===== src/rtl/mac_pkg.sv =====
// Shared definitions for the dot-product sequencer: MAC command opcodes
// and the sequencer state encoding.
package mac_pkg;

   localparam logic SETVAL = 1'b0;
   localparam logic MAC    = 1'b1;

   typedef enum logic [2:0] {
      IDLE,
      CLR,
      ACCEPT,
      GAP,
      DRAIN,
      DONE
   } state_t;

endpackage


===== src/rtl/mac_seq.sv =====
// Dot-product sequencer. It accepts operand pairs from an upstream stream
// and issues them as commands to an external two-cycle MAC datapath. The
// accumulator is cleared with SETVAL(0,0) at the start of every vector.
// Pairs are accepted at most every other cycle, so each MAC command sees
// the accumulator value written by the previous command. When the last
// command returns, its result is presented downstream with the pair count.
module mac_seq
   import mac_pkg::*;
#(
   parameter int WIDTH = 4,
   parameter int CNT_W = 8
) (
   input  logic               clk,
   input  logic               rst,
   input  logic               s_valid,
   output logic               s_ready,
   input  logic [WIDTH-1:0]   s_a,
   input  logic [WIDTH-1:0]   s_b,
   input  logic               s_last,
   output logic               m_in_valid,
   output logic               m_in_action,
   output logic [WIDTH-1:0]   m_in_data_a,
   output logic [WIDTH-1:0]   m_in_data_b,
   input  logic               m_out_valid,
   input  logic [2*WIDTH-1:0] m_out_data,
   output logic               r_valid,
   input  logic               r_ready,
   output logic [2*WIDTH-1:0] r_data,
   output logic [CNT_W-1:0]   r_count
);

   state_t             state;
   state_t             state_nxt;
   logic               issue_nxt;
   logic               action_nxt;
   logic [WIDTH-1:0]   a_nxt;
   logic [WIDTH-1:0]   b_nxt;
   logic [1:0]         outstanding;
   logic               ret;
   logic               capture;
   logic               pair_hs;
   logic               result_hs;

   // Count up but stick at the all-ones value instead of wrapping.
   function automatic logic [CNT_W-1:0] sat_inc(input logic [CNT_W-1:0] v);
      if (v == {CNT_W{1'b1}})
         return v;
      return v + CNT_W'(1);
   endfunction

   // Results only matter while a vector is in flight; stray returns while
   // idle or presenting a result are ignored.
   assign ret       = m_out_valid && (state != IDLE) && (state != DONE);
   // The last command is the only one outstanding when its result returns.
   assign capture   = (state == DRAIN) && ret && (outstanding == 2'd1);
   assign pair_hs   = (state == ACCEPT) && s_valid;
   assign result_hs = (state == DONE) && r_ready;

   // Next-state logic, handshake outputs and the command to register next.
   always_comb begin
      state_nxt  = state;
      s_ready    = 1'b0;
      r_valid    = 1'b0;
      issue_nxt  = 1'b0;
      action_nxt = SETVAL;
      a_nxt      = '0;
      b_nxt      = '0;
      case (state)
         IDLE: begin
            if (s_valid) begin
               issue_nxt = 1'b1;
               state_nxt = CLR;
            end
         end
         CLR: begin
            state_nxt = ACCEPT;
         end
         ACCEPT: begin
            s_ready = 1'b1;
            if (s_valid) begin
               issue_nxt  = 1'b1;
               action_nxt = MAC;
               a_nxt      = s_a;
               b_nxt      = s_b;
               state_nxt  = s_last ? DRAIN : GAP;
            end
         end
         GAP: begin
            state_nxt = ACCEPT;
         end
         DRAIN: begin
            if (capture)
               state_nxt = DONE;
         end
         DONE: begin
            r_valid = 1'b1;
            if (r_ready)
               state_nxt = IDLE;
         end
         default: state_nxt = IDLE;
      endcase
   end

   // State register.
   always_ff @(posedge clk or posedge rst) begin
      if (rst)
         state <= IDLE;
      else
         state <= state_nxt;
   end

   // Command register: a one-cycle pulse per command, zeroed otherwise.
   always_ff @(posedge clk or posedge rst) begin
      if (rst) begin
         m_in_valid  <= 1'b0;
         m_in_action <= SETVAL;
         m_in_data_a <= '0;
         m_in_data_b <= '0;
      end else begin
         m_in_valid  <= issue_nxt;
         m_in_action <= action_nxt;
         m_in_data_a <= a_nxt;
         m_in_data_b <= b_nxt;
      end
   end

   // Commands whose results have not yet returned, counted from the edge
   // that registers the command.
   always_ff @(posedge clk or posedge rst) begin
      if (rst) begin
         outstanding <= 2'd0;
      end else begin
         case ({issue_nxt, ret})
            2'b10: if (outstanding != 2'd3) outstanding <= outstanding + 2'd1;
            2'b01: if (outstanding != 2'd0) outstanding <= outstanding - 2'd1;
            default: outstanding <= outstanding;
         endcase
      end
   end

   // Pair count for the current vector, cleared once the result is taken.
   always_ff @(posedge clk or posedge rst) begin
      if (rst)
         r_count <= '0;
      else if (result_hs)
         r_count <= '0;
      else if (pair_hs)
         r_count <= sat_inc(r_count);
   end

   // Final accumulator value, held until the next vector completes.
   always_ff @(posedge clk or posedge rst) begin
      if (rst)
         r_data <= '0;
      else if (capture)
         r_data <= m_out_data;
   end

endmodule


===== config.mk =====
export PLATFORM = sky130hd
export DESIGN_NAME = mac_seq
export DESIGN_NICKNAME = d
export VERILOG_FILES = /design/src/rtl/mac_pkg.sv /design/src/rtl/mac_seq.sv
export SDC_FILE = /design/constraint.sdc
export NUM_CORES = 1
export LEC_CHECK = 0
export CORE_ASPECT_RATIO = 1.2
export CORE_UTILIZATION = 44
export CTS_CLUSTER_SIZE = 14
export DETAILED_ROUTE_END_ITERATION = 16
export DONT_BUFFER_PORTS = 1
export PLACE_DENSITY = 0.69
export SETUP_SLACK_MARGIN = 0.15
export SLEW_MARGIN = 20
export SYNTH_ARGS = -nofsm -noshare
export SYNTH_HDL_FRONTEND = slang
export SYNTH_SLANG_ARGS = --single-unit

===== constraint.sdc =====
create_clock -name clk -period 1.7 [get_ports clk]
set_input_delay 0.34 -clock clk [delete_from_list [all_inputs] [get_ports clk]]
set_output_delay 0.34 -clock clk [all_outputs]
set_load 0.02 [all_outputs]

# After elaboration in Yosys (flattened, before gate mapping)
# Index checks and enable logic that the tools add are counted.
[op_classes]
mux = 24
eq_ne = 18
addsub = 3
n_reduce_logical = 16
[op_table]
columns = ["cell", "count"]
rows = [
  ["8-bit 2-to-1 mux", 3],
  ["4-bit 2-to-1 mux", 4],
  ["3-bit 2-to-1 mux", 5],
  ["3-bit case mux with 5 select lines", 1],
  ["2-bit != test, second input constant", 7],
  ["8-bit by 1-bit adder with 8-bit output, second input constant", 1],
  ["8-bit equality test, second input constant", 1],
  ["1-bit 2-to-1 mux", 8],
  ["3-bit by 2-bit equality test with 1-bit output, second input constant", 2],
  ["3-bit equality test, second input constant", 2],
  ["1-bit logical AND", 6],
  ["3-bit != test, second input constant", 2],
  ["2-bit nonzero test", 3],
  ["2-bit by 1-bit equality test with 1-bit output, second input constant", 2],
  ["2-bit 2-to-1 mux", 2],
  ["2-bit case mux with 2 select lines", 1],
  ["4-bit AND reduction", 1],
  ["2-bit OR reduction", 2],
  ["3-bit by 1-bit equality test with 1-bit output, second input constant", 1],
  ["3-bit logical NOT", 1],
  ["3-bit AND reduction", 1],
  ["3-bit nonzero test", 1],
  ["2-bit by 1-bit adder with 2-bit output, second input constant", 1],
  ["2-bit equality test, second input constant", 1],
  ["2 further kinds", 2],
]
[word_totals]
word_cells = 69
inputBits = 22
register_bits = 31
output_inout_bits = 28

# Depth between registers and ports, before layout
# Gate-level depths: netlist (run 1).
[logic_depth]
ltp_word = 7
mapped_depth = 6
depth_no_buf = 6

# Least setup slack after synthesis (run 1)
# OpenSTA, ideal clock, no wires.
[synth_timing]
path_kind = "register to register"
startpoint = "register r_count[0]"
endpoint = "register r_count[1]"
slack_ns = 0.147
n_path_buf = 0
required_time_ns = 1.573
t_arrival_ns = 1.426
setup_ns = 0.127
path_stages_with_launch = 6
synth_period_minus_slack_ns = 1.553
path_cell_list = "dfrtp_1 ha_1 nand3_1 o21ai_0 mux2i_1 nor2_1"
[synth_between]
elab_chain_len = 6
elab_cells_between_ends = 10
classes_between = "add/sub (1); eq/ne (2); mux (6); reduce/logical (1)"
[synth_lines]
columns = ["item", "line_no", "source"]
rows = [
  ["from (decl)", "mac_seq.sv:29", "output logic [CNT_W-1:0] r_count"],
  ["from (signal assigned)", "mac_seq.sv:148", "r_count <= sat_inc(r_count);"],
  ["parallel branches: the longest is 6 deep, another holds 8-bit by 1-bit adder with 8-bit output", "--", ""],
]
# Several ways; the timed one is not identified. The select of a mux whose other input is x is not followed.
# A chain may end at the register's enable or synchronous reset.

# Worst setup path after layout (run 1)
[layout_timing]
startpoint = "register state[1]"
endpoint = "output r_valid"
[layout_between]
elab_chain_len = 2
[layout_lines]
columns = ["item", "line_no", "source"]
rows = [
  ["from (decl)", "mac_seq.sv:32", "state_t state;"],
  ["from (signal assigned)", "mac_seq.sv:109", "state <= state_nxt;"],
  ["3-bit equality test", "mac_seq.sv:68", "case (state)"],
  ["1-bit 2-to-1 mux", "mac_seq.sv:68", ""],
  ["to (decl)", "mac_seq.sv:26", "output logic r_valid,"],
]
# Every way passes these cells.

==> flow_summary.json, run 1 <==
{
  "synthArstFlopShare": 1.00,
  "synth_area_leaders": "dfrtp_1 (54%), mux2_2 (6.3%), and2_1 (4.4%), ha_1 (3.5%), xor2_1 (2.5%)",
  "stdcell_count": 179,
  "tightest_slew_ps": 377,
  "boundaryPins": 50,
  "fillers": 267,
  "syn_inst": 118,
  "rsz0062_at_grt": "yes",
  "synth_cell_type_count": 35,
  "internal_power_uw": 1680,
  "synth-seq-cells": 31,
  "row_count": 22,
  "drc": 0,
  "worstSetupEndpointType": "output pin",
  "io_buffers": 0,
  "root_buffer": "clkbuf_4",
  "synth.top_cell.area_share": 0.544,
  "period_needed_ps": 1570,
  "switching_share": 0.385,
  "combinationalPowerShare": 0.398,
  "numCtsBuffers": 5,
  "status": "finished clean",
  "globalplace.congestion": 0.803,
  "synth_warnings": 0,
  "start_kind": "register",
  "p_switching_uw": 1050,
  "dieArea_um2": 3470,
  "grt_pass1_wl_um": 4140,
  "antenna_left": 0,
  "fmax_mhz": 636,
  "pre_cts_ws_ps": 41.0,
  "synth_nets": 144,
  "die_h_um": 64.3,
  "vias": 970,
  "r2r_slack_ps": 170,
  "maxSlewViolCount": 0,
  "clockBufferDepth": 2,
  "synth_area_um2": 1430,
  "antenna_found_initial": 0,
  "wirelength_um": 2800,
  "diodes": 0,
  "maxCapViolCount": 0,
  "fin_crit_sh": 0.924,
  "area_delta_synth_final_pct": 21.9,
  "fin_tns_setup_ps": 0,
  "track_usage": 0.169,
  "netlist_top_cells_count": "dfrtp_1 (31), and2_1 (10), mux2_2 (8)",
  "grt_pass1_vias": 959,
  "path_clk_slew_ps": 90,
  "fin_hold_ws_ps": 112,
  "cts_tree": "yes",
  "dr.pass1.iters": 3,
  "crit_type": "reg2out",
  "setup_viol_count_final": 0,
  "worst_hold_path_type": "in2reg",
  "fin_ws_ps": 129,
  "die_w_um": 54.0,
  "synth_ff_type": "dfrtp_1",
  "overflow": 0,
  "drive_gt1_frac": 0.343,
  "clkLatencyLatePin_ps": 330,
  "skew_ps": 6.32,
  "grt_max_degree": 32,
  "max-slew-margin-rel": 0.749,
  "synth_edf_count": 0,
  "finalHoldViolations": 0,
  "core-area_um2": 3080,
  "vias_per_cell": 5.42,
  "power_frac_seq": 0.457,
  "hpwl_um": 1910,
  "p_per_area_nw_per_um2": 1570,
  "synth_top_area_cell": "dfrtp_1",
  "synth_most_common_cell": "dfrtp_1",
  "clkSinkCount": 31,
  "power.leakage_uw": 0.000870,
  "critical_path.max_fanout": 4,
  "p_clk_frac": 0.145,
  "irDropWorstVdd_mv": 0.887,
  "synth_area_per_cell_um2": 12.1,
  "critPathArrivalTime_ps": 1230,
  "start_util": 0.462,
  "wl_per_cell_um": 15.7,
  "cts.htree.levels": 2,
  "layout.nets": 168,
  "placed_cells": 159,
  "yosysSeqAreaShare": 0.544,
  "critPathRequiredTime_ps": 1360,
  "drt_iter0_drc": 8
}
-- power groups by stage --
stage	Combinational (µW)	Sequential [µW]	Clock [µW]
2_1_floorplan	587	1290	0
3_3_place_gp	806	1260	0
3_5_place_dp	841	1270	0
4_1_cts	968	1240	417
5_1_grt	1190	1280	448
6_report	1090	1250	397
-- area by class of cell --
| class | count | area (µm²) | area share |
|---|---|---|---|
| clock buffer | 5 | 37.5 | 0.0216 |
| clock inverter | 3 | 15.0 | 0.00864 |
| inverter | 4 | 17.5 | 0.0101 |
| multi-input combinational | 78 | 654 | 0.377 |
| sequential | 31 | 777 | 0.447 |
| tap | 36 | 45.0 | 0.0259 |
| timing repair buffer | 22 | 191 | 0.110 |
-- sequential cells by signal, indices dropped and copies added (netlist names) --
| signal | flops |
|---|---|
| r_count | 8 |
| r_data | 8 |
| m_in_data_a | 4 |
| m_in_data_b | 4 |
| state | 3 |
| outstanding | 2 |
| m_in_action | 1 |
| m_in_valid | 1 |
-- layout by cell type (no fill, tap or decap), types with 3 or more instances in the layout --
master    synthesis  routed
dfrtp_1          31      30
buf_4             0      17
and2_1           10      10
mux2_4            0       8
nor2_1            6       6
nand2_1           6       5
clkbuf_4          0       5
o21ai_0           6       4
a21oi_1           4       4
xor2_1            4       4
ha_1              4       4
inv_1             4       3
clkinv_2          0       3
buf_6             2       3
-- worst max-delay path: stages, from the launching register on --
cell,delay [ps]
dfrtp_2,430
and2b_2,230
buf_6,120
nand2_4,50
inv_4,70
-- final timing paths --
path                          start        endpoint  depth (start not counted)
max in group asynchronous       rst        state[1]                          3
setup reg to reg           state[1]       r_data[4]                          5
setup / recovery           state[1]         r_valid                          4
hold reg to reg            state[0]      m_in_valid                          2
hold / removal              r_ready        state[0]                          1
min in group asynchronous       rst  m_in_data_a[1]                          3
-- kinds of logic after synthesis --
group | after synthesis | synth area share
and+or+nand+nor | 40 | 0.181
DFF | 31 | 0.544
adders and majority gates | 4 | 0.0351
muxes | 10 | 0.0773
AOI/OAI and AO/OA | 19 | 0.0957
buffers and inverters | 9 | 0.0360
xor gates and xnor gates | 5 | 0.0307
-- metal layers --
metal	vias to the layer above	global-route usage	routed length, µm
met5	-	0	0
met2	41	0.276	1470
met3	7	0.0714	246
met1	464	0.173	1020
li1	458	-	-
met4	0	0.0987	63
-- metrics by stage --
stage | power [µW] | util | cell area [µm²]
finish | 2740 | 0.564 | 1740
global route | 2920 | 0.564 | 1740
CTS | 2630 | 0.536 | 1650
detailed placement | 2110 | 0.489 | 1510
global placement | 2060 | 0.489 | 1510
floorplan | 1880 | - | 1430
-- timing repair --
action | 4_1_cts | 5_1_grt
hold endpoints to repair | 31 | 0
setup buffers | 6 | 5
gates resized for setup | 9 | 13
pin swaps | 2 | 1
hold buffers | 1 | 0
setup endpoints to repair | 12 | 16
(Power assumes the default switching activity.)
==> inputs of run 2 (changes only) <==
--- a/config.mk
+++ b/config.mk
@@ -5,12 +5,13 @@
 export SDC_FILE = /design/constraint.sdc
 export NUM_CORES = 1
 export LEC_CHECK = 0
+export CAP_MARGIN = 5
 export CORE_ASPECT_RATIO = 1.2
 export CORE_UTILIZATION = 44
+export CTS_BUF_LIST = sky130_fd_sc_hd__clkbuf_2 sky130_fd_sc_hd__clkbuf_4 sky130_fd_sc_hd__clkbuf_8
 export CTS_CLUSTER_SIZE = 14
 export DETAILED_ROUTE_END_ITERATION = 16
-export DONT_BUFFER_PORTS = 1
-export PLACE_DENSITY = 0.69
+export PLACE_DENSITY = 0.88
 export SETUP_SLACK_MARGIN = 0.15
 export SLEW_MARGIN = 20
 export SYNTH_ARGS = -nofsm -noshare
==> flow_summary.json, run 2 (synthesis gave the netlist of run 1 again) <==
{
  "numCtsBuffers": 5,
  "slowest_stage": "dfrtp_1",
  "crit_cells": 6,
  "r2r_slack_ps": 100,
  "p_per_area_nw_per_um2": 1380,
  "max-slew-margin-rel": 0.747,
  "drc": 0,
  "start_util": 0.462,
  "hpwl_um": 2260,
  "crit_type": "reg2reg",
  "critical_path.max_fanout": 6,
  "row_count": 22,
  "multi_input_area_um2": 696,
  "maxCapViolCount": 0,
  "path_clk_slew_ps": 100,
  "cp_num_buf_inv": 2,
  "antenna_found_initial": 0,
  "die_w_um": 54.0,
  "status": "finished clean",
  "clkLatencyLatePin_ps": 330,
  "clockBufferDepth": 2,
  "crit_chain": "buf_6 -> and4bb_4 -> o211ai_4 -> buf_4 -> o21ai_0 -> a21oi_1",
  "r2r_start": "state[2]",
  "dr.pass1.iters": 4,
  "overflow": 0,
  "reg_top3": "r_count (8), r_data (8)",
  "io_buffers": 49,
  "drive_gt1_frac": 0.317,
  "area_delta_synth_final_pct": 55.8,
  "core-area_um2": 3080,
  "layout.nets": 215,
  "slowest_delay_ps": 420,
  "grt_pass1_vias": 1115,
  "boundaryPins": 50,
  "wirelength_um": 3480,
  "maxSlewViolCount": 0,
  "clkSinkCount": 31,
  "irDropWorstVdd_mv": 1.10,
  "track_usage": 0.206,
  "met1_length_um": 1300,
  "globalplace.congestion": 0.737,
  "layout_common_cells": "dfrtp_1 (29), dlygate4sd2_1 (25), clkdlybuf4s50_1 (21)",
  "cp_top_family": "flip-flops",
  "root_buffer": "clkbuf_4",
  "cts.htree.levels": 2,
  "route.met3.wl_um": 180,
  "period_needed_ps": 1600,
  "fmax_mhz": 625,
  "utilization": 0.720,
  "die_h_um": 64.3,
  "worstSetupEndpointType": "register",
  "critPathRequiredTime_ps": 1910,
  "vias_per_cell": 5.25,
  "fillers": 229,
  "rsz0062_at_grt": "yes",
  "critPathArrivalTime_ps": 1810,
  "drt_iter0_drc": 17,
  "cts_tree": "yes",
  "power.leakage_uw": 0.00113,
  "grt_pass1_wl_um": 5040,
  "grt_max_degree": 32,
  "diodes": 0,
  "r2r_cells": 6,
  "final_common_cell": "dfrtp_1",
  "finalHoldViolations": 0,
  "seqCellArea_um2": 778,
  "skew_ps": 10.4,
  "antenna_left": 0,
  "hold_buffers": 0,
  "fin_crit_sh": 0.941,
  "crit_path_start": "state[2]",
  "dieArea_um2": 3470,
  "tightest_slew_ps": 380,
  "vias": 1182,
  "setup_viol_count_final": 0,
  "met2_wirelength_um": 1930,
  "wl_per_cell_um": 15.5,
  "fin_tns_setup_ps": 0,
  "maxUsedRoutingLayer": "met4",
  "worst_hold_path_type": "in2async",
  "start_kind": "register"
}
## run 2: path summary, 6_finish.rpt
check,endpoint
setup / recovery,r_count[7]
min in group clk,r_data[7]
hold / removal,outstanding[1]
hold reg to reg,r_data[7]
max in group asynchronous,r_count[3]
setup reg to reg,r_count[7]
## run 2: per-layer routing
metal  global-route usage  up-vias
li1                     -      554
met1                0.227      572
met2                0.346       45
met3               0.0595       11
met4               0.0987        0
met5                    0        -
## run 2: worst register-to-register path: cells and delay by family (launching register included)
| family | cells | cell delay [ps] |
|---|---|---|
| flip-flops | 1 | 420 |
| AND/OR/NAND/NOR | 1 | 400 |
| AO/OA/AOI/OAI | 3 | 360 |
| buffers and inverters | 2 | 300 |
## run 2: final cells by class
cell class	instances	share of cell area
Sequential cell	31	0.351
Inverter	4	0.00676
Clock buffer	6	0.0231
Tap cell	36	0.0203
Timing Repair Buffer	69	0.284
Clock inverter	1	0.00225
Multi-Input combinational cell	78	0.313
## run 2: timing repair
| item | CTS | global route |
|---|---|---|
| gates resized for setup | 39 | 33 |
| buffers inserted | 1 | 6 |
| endpoints found under the setup margin | 44 | 22 |
| hold endpoints to repair | 0 | 0 |
| pin swaps | 1 | 7 |
## run 2: stage by stage
step / total power, µW / hold WS [ps] / cell area [µm²] / cells / setup slack, ps
floorplan: 1880 / 444 / 1430 / 118 / 204
detailed placement: 2480 / 494 / 2030 / 211 / -233
finish: 3070 / 381 / 2220 / 225 / 99.8
global route: 3270 / 432 / 2220 / 225 / 30.0
global placement: 2410 / 487 / 2030 / 211 / -151
CTS: 2820 / 389 / 2060 / 219 / 127
## run 2: where the power goes
part / leakage [µW] / switching [µW] / internal (µW) / total (µW)
clock: 0.0000341 / 245 / 191 / 437
combinational: 0.000685 / 750 / 759 / 1510
sequential: 0.000407 / 172 / 953 / 1120
total: 0.00113 / 1170 / 1900 / 3070
==> inputs of run 3 (changes only) <==
--- a/config.mk
+++ b/config.mk
@@ -5,6 +5,7 @@
 export SDC_FILE = /design/constraint.sdc
 export NUM_CORES = 1
 export LEC_CHECK = 0
+export ABC_AREA = 0
 export CAP_MARGIN = 5
 export CORE_ASPECT_RATIO = 1.2
 export CORE_UTILIZATION = 44
==> results of run 3 <==
Final layout, timing and power as in run 2 (identical DEF).
